## config.mk

```make
export PLATFORM = sky130hd
export DESIGN_NAME = muldiv_issue_ctrl
export DESIGN_NICKNAME = d
export VERILOG_FILES = /design/src/rtl/muldiv_issue_ctrl.sv
export SDC_FILE = /design/constraint.sdc
export NUM_CORES = 1
export LEC_CHECK = 0
export BUFFER_PORTS_ARGS = -buffer_cell sky130_fd_sc_hd__buf_4
export CORE_MARGIN = 10
export CORE_UTILIZATION = 41
export CTS_CLUSTER_SIZE = 40
export DETAILED_ROUTE_END_ITERATION = 12
export PLACE_DENSITY = 0.85
export SETUP_SLACK_MARGIN = 0.15
export SLEW_MARGIN = 0
export SYNTH_ARGS = -nofsm -noshare
export SYNTH_HDL_FRONTEND = slang
export SYNTH_SLANG_ARGS = --single-unit
```

## constraint.sdc

```tcl
create_clock -name clk -period 2 [get_ports clk]
set_clock_uncertainty 0.2 [all_clocks]
set_input_delay 0.3 -clock clk [delete_from_list [all_inputs] [get_ports clk]]
set_output_delay 0.3 -clock clk [all_outputs]
set_load 0.05 [all_outputs]
```

## src/rtl/muldiv_issue_ctrl.sv

```systemverilog
// Issue controller that freezes EX while the RV32M unit works.
// Holds operands for mult_div, pulses start, and returns result to WB.
//
// Ports:
//   clk, rst                 clock, synchronous active-high reset
//   ex_valid, ex_opcode,
//   ex_funct3, ex_funct7,
//   ex_rd                    instruction fields currently in EX
//   ex_rs1_val, ex_rs2_val   forwarded source operands
//   flush                    squash the instruction in EX
//   md_start, md_isMulDiv    start pulse to mult_div (same signal)
//   md_A, md_B               operands held for the whole operation
//   md_funct3, md_funct7     function fields held for the operation
//   md_ready, md_result      done pulse and result from mult_div
//   stall                    freeze IF/ID/EX (combinational)
//   wb_valid, wb_rd, wb_data one-cycle writeback request
//   md_err                   sticky flag, set when the unit times out
module muldiv_issue_ctrl #(
  parameter int TIMEOUT_CYCLES = 128
) (
  input  logic        clk,
  input  logic        rst,
  input  logic        ex_valid,
  input  logic [6:0]  ex_opcode,
  input  logic [2:0]  ex_funct3,
  input  logic [6:0]  ex_funct7,
  input  logic [4:0]  ex_rd,
  input  logic [31:0] ex_rs1_val,
  input  logic [31:0] ex_rs2_val,
  input  logic        flush,
  output logic        md_start,
  output logic        md_isMulDiv,
  output logic [31:0] md_A,
  output logic [31:0] md_B,
  output logic [2:0]  md_funct3,
  output logic [6:0]  md_funct7,
  input  logic        md_ready,
  input  logic [31:0] md_result,
  output logic        stall,
  output logic        wb_valid,
  output logic [4:0]  wb_rd,
  output logic [31:0] wb_data,
  output logic        md_err
);

  localparam int CW = $clog2(TIMEOUT_CYCLES) + 1;
  localparam logic [CW-1:0] LAST = CW'(TIMEOUT_CYCLES - 1);

  typedef enum logic [2:0] {
    S_IDLE,
    S_ISSUE,
    S_WAIT,
    S_WB,
    S_DRAIN
  } state_t;

  state_t        state;
  logic [CW-1:0] cnt;
  logic          is_m;

  // rd == x0 is an architectural NOP, so it is never issued.
  assign is_m = ex_valid
              && (ex_opcode == 7'b0110011)
              && (ex_funct7 == 7'b0000001)
              && (ex_rd != 5'd0)
              && !flush;

  // A new M op waiting behind a drain must stay frozen in EX.
  assign stall = ((state == S_IDLE) && is_m)
               || (state == S_ISSUE)
               || (state == S_WAIT)
               || ((state == S_DRAIN) && is_m);

  assign md_isMulDiv = md_start;

  always_ff @(posedge clk) begin
    if (rst) begin
      state     <= S_IDLE;
      cnt       <= '0;
      md_start  <= 1'b0;
      wb_valid  <= 1'b0;
      md_err    <= 1'b0;
      md_A      <= '0;
      md_B      <= '0;
      md_funct3 <= '0;
      md_funct7 <= '0;
      wb_rd     <= '0;
      wb_data   <= '0;
    end else begin
      md_start <= 1'b0;
      wb_valid <= 1'b0;
      unique case (state)
        S_IDLE: begin
          if (is_m) begin
            md_A      <= ex_rs1_val;
            md_B      <= ex_rs2_val;
            md_funct3 <= ex_funct3;
            md_funct7 <= ex_funct7;
            wb_rd     <= ex_rd;
            md_start  <= 1'b1;
            state     <= S_ISSUE;
          end
        end
        S_ISSUE: begin
          cnt   <= '0;
          state <= flush ? S_DRAIN : S_WAIT;
        end
        S_WAIT: begin
          if (md_ready) begin
            wb_data  <= md_result;
            wb_valid <= 1'b1;
            state    <= S_WB;
          end else if (flush) begin
            state <= S_DRAIN;
          end else if (cnt == LAST) begin
            md_err   <= 1'b1;
            wb_data  <= '0;
            wb_valid <= 1'b1;
            state    <= S_WB;
          end else begin
            cnt <= cnt + 1'b1;
          end
        end
        S_WB: begin
          state <= S_IDLE;
        end
        S_DRAIN: begin
          // Unit cannot be aborted; discard its result.
          if (md_ready) state <= S_IDLE;
        end
        default: begin
          state <= S_IDLE;
        end
      endcase
    end
  end

endmodule

```

==> flow_summary.ini <==
[sta]
worst_slack_ns = -0.106
tightest_slew_ns = 0.539
period_needed_ns = 2.11
fin_crit_sh_pct = 105
rsz0062_at_grt = yes
drv_slew = 0
setup_violations = 81
fmax_ghz = 0.475
hold_slack_ns = 0.00142
hold_viol_final = 0
fin_setup_tns_ns = -3.92
max_slew_margin_pct = 64.1

[logic_synthesis]
synthCells = 548
synth-compound-area-share_pct = 23.5
synth_edf_count = 0
yosys-top-cells-area = dfxtp_1 (51%), nand4_1 (9.4%), a21oi_1 (8.5%)
syn-num-nets = 672
synthAdderAreaFrac_pct = 0.255
synth.largest_area_cell = dfxtp_1
yosysWarnings = 0
ys_types = 45
syn_area_per_cell_um2 = 8.95
synth_ff_type = dfxtp_1
syn_area_um2 = 4900
ys_ff_latch = 125
synthMuxAreaShare_pct = 0
synthArstFlopShare_pct = 0
synth_top_family_by_area = compound AO/OA/AOI/OAI gates
ys_seq_area_share_pct = 51.0
synth_top_area_share_pct = 51.0
synth-xor-area-share_pct = 0.179
synth-simple-area-share_pct = 18.3

[worst_setup_path]
cp_top_family = simple AND/OR/NAND/NOR gates
critPathCaptureType = register
worstSetupStartpointType = primary input
crit_fanout = 6
cp_num_cells = 7
critical_path_buf_inv_count = 3
reg2reg_slack_ns = 0
reg2regPathDepth = 6
timing.rr.end = md_B[30]
required_ns = 2.07
path_class = in2reg
slowest_delay_ns = 0.66
reg2reg_from = state[1]
cp_cell_sequence = buf_6 > or4_4 > or4b_4 > buf_4 > buf_16 > o21ai_2 > a21oi_1
critical_path.slowest_cell = or4b_4
worst_ep_arrival_time_ns = 2.18

[pwr]
p_comb_share_pct = 8.2
leakage_nw = 4.03
ir_drop_mv = 0.477
powerDensity_nw_per_um2 = 615
p_seq_share_pct = 39.5
swShare_pct = 21.0
internal-power_w = 0.00497
netSwitchingPower_w = 0.00133
clkPwrFrac_pct = 52.3

[cells_and_area]
drive_gt1_share_pct = 55.6
syn_to_final_growth_pct = 109
fin_util_pct = 88.5
final_nets = 1035
layout_common_cells = buf_4 (262), dfxtp_1 (119), dlygate4sd3_1 (99)
layout_commonest_cell = buf_4

[detailed_routing]
antenna_left = 0
drc = 0
routed_wl_mm = 28.8
vias_per_cell = 6.33
drt_iter0_drc = 800
wire_per_inst_um = 26.9
vias = 6765
drt_pre_antenna_iters = 5

[clock_network]
clkTransAtPathRegs_ns = 0.06
cts_sinks = 125
root_buffer = clkbuf_16
cts_tree = done
clockBufferDepth = 2
cts_buffers = 17
clk_latency_ns = 0.42
ctsHtreeMaxLevel = 4

[min_path]
min_to = wb_rd[0]
hold_depth = 3
worstHoldStart = ex_rd[0]
holdCritPathClass = in2reg

[floorplan]
start_util_pct = 42.4
io-pin-count = 239
rows = 39
die_h_um = 129
die-area_um2 = 16700
core_um2 = 11600
die_width_um = 129

[grt]
grt_start_max_net_pins = 59
grt_overflow = 0
grt_pass1_wl_mm = 38.7
grt_pass1_vias = 6842
antenna_found_initial = 2
track_usage_pct = 29.5

[run]
maxCapViolations = 0

[status]
violations = negative setup slack
status = complete, but fails checks

[placed_design]
port-buffer-count = 238
gp_congestion = 0.825
dpl.hpwl_mm = 12.8
[cell type report]
cell class,instances,area [um^2]
inverters,4,15.0
diodes,3,7.51
clock buffers,24,482
clock inverters,7,135
fillers,459,1330
repair buffers,407,3900
multi-input cells,356,3010
well taps,143,179
flip-flops and latches,125,2510
[stage by stage]
| stage | setup slack [ns] | power (W) | cell area [um^2] | cells |
|---|---|---|---|---|
| after floorplan | -0.103 | 0.00260 | 4930 | 548 |
| after CTS | -0.117 | 0.00620 | 9710 | 1060 |
| after global placement | -0.409 | 0.00282 | 6900 | 896 |
| after global routing | -0.118 | 0.00640 | 10200 | 1068 |
| final | -0.106 | 0.00630 | 10200 | 1069 |
| after detailed placement | -0.529 | 0.00282 | 6900 | 896 |
[worst reg2reg max path, stage by stage, from the launching register on]
cell      delay, ns
dfxtp_1        0.37
nor2_1         0.16
o2111a_2       0.25
buf_4          0.16
buf_4          0.31
nand4_1        0.20
a21oi_2        0.26
[state kept, by name, summed over array words and instances (netlist names)]
name / count
state: 3
md_funct3: 3
md_funct7: 7
md_B: 32
md_isMulDiv: 1
md_A: 32
cnt: 8
wb_data: 32
wb_valid: 1
wb_rd: 5
md_err: 1
[worst max-delay path by stage]
stage          endpoint          from  slack [ns]
6_report       wb_rd[3]  ex_funct7[1]       -0.11
5_1_grt        state[0]  ex_funct7[1]       -0.12
4_1_cts           stall      ex_rd[4]       -0.12
3_5_place_dp   md_B[21]  ex_funct7[1]       -0.53
3_3_place_gp   md_B[23]  ex_funct7[1]       -0.41
2_1_floorplan     stall      ex_rd[1]       -0.10
[kinds of logic after synthesis]
family	after synthesis
simple gates	150
buf+inv	67
flops	125
xor+xnor	1
compound gates	204
fa+ha+maj	1
[synthesized netlist by cell type, types with 2 or more instances]
library cell / instances
clkbuf_2: 5
o21ai_0: 6
buf_4: 2
a22oi_1: 32
buf_6: 8
a21oi_1: 83
o311a_1: 2
nand4_1: 74
o21ai_2: 2
nand2b_1: 2
nand2_1: 3
buf_2: 5
o31ai_1: 3
nor2_1: 39
or4_1: 5
o21ai_1: 68
nor3b_1: 6
dfxtp_1: 125
or3_1: 3
inv_1: 3
a31oi_1: 2
clkbuf_1: 41
nand3_1: 6
buf_1: 2
[routing by layer]
metal / wire length [um] / vias up / track usage, % / share of wire (%)
li1: - / 2802 / - / -
met1: 9650 / 3230 / 29.7 / 34
met2: 14300 / 584 / 52.1 / 50
met3: 3070 / 149 / 10.0 / 11
met4: 1710 / 0 / 17.7 / 5.9
met5: 0 / - / 0 / 0
[what timing repair did]
action / CTS / global route
gates resized for setup: 154 / 90
hold endpoints to repair: 100 / 0
hold buffers: 99 / 0
pin swaps: 60 / 51
setup buffers: 16 / 4
setup endpoints to repair: 120 / 122
gates cloned: 18 / 2
[power groups by stage]
stage,combinational (W),clock (W),sequential [W]
after floorplan,0.0000584,0,0.00254
after global placement,0.000273,0,0.00254
after detailed placement,0.000278,0,0.00254
after CTS,0.000461,0.00325,0.00249
after global routing,0.000532,0.00338,0.00249
final,0.000517,0.00329,0.00249
Power figures use the tool's default switching activity.
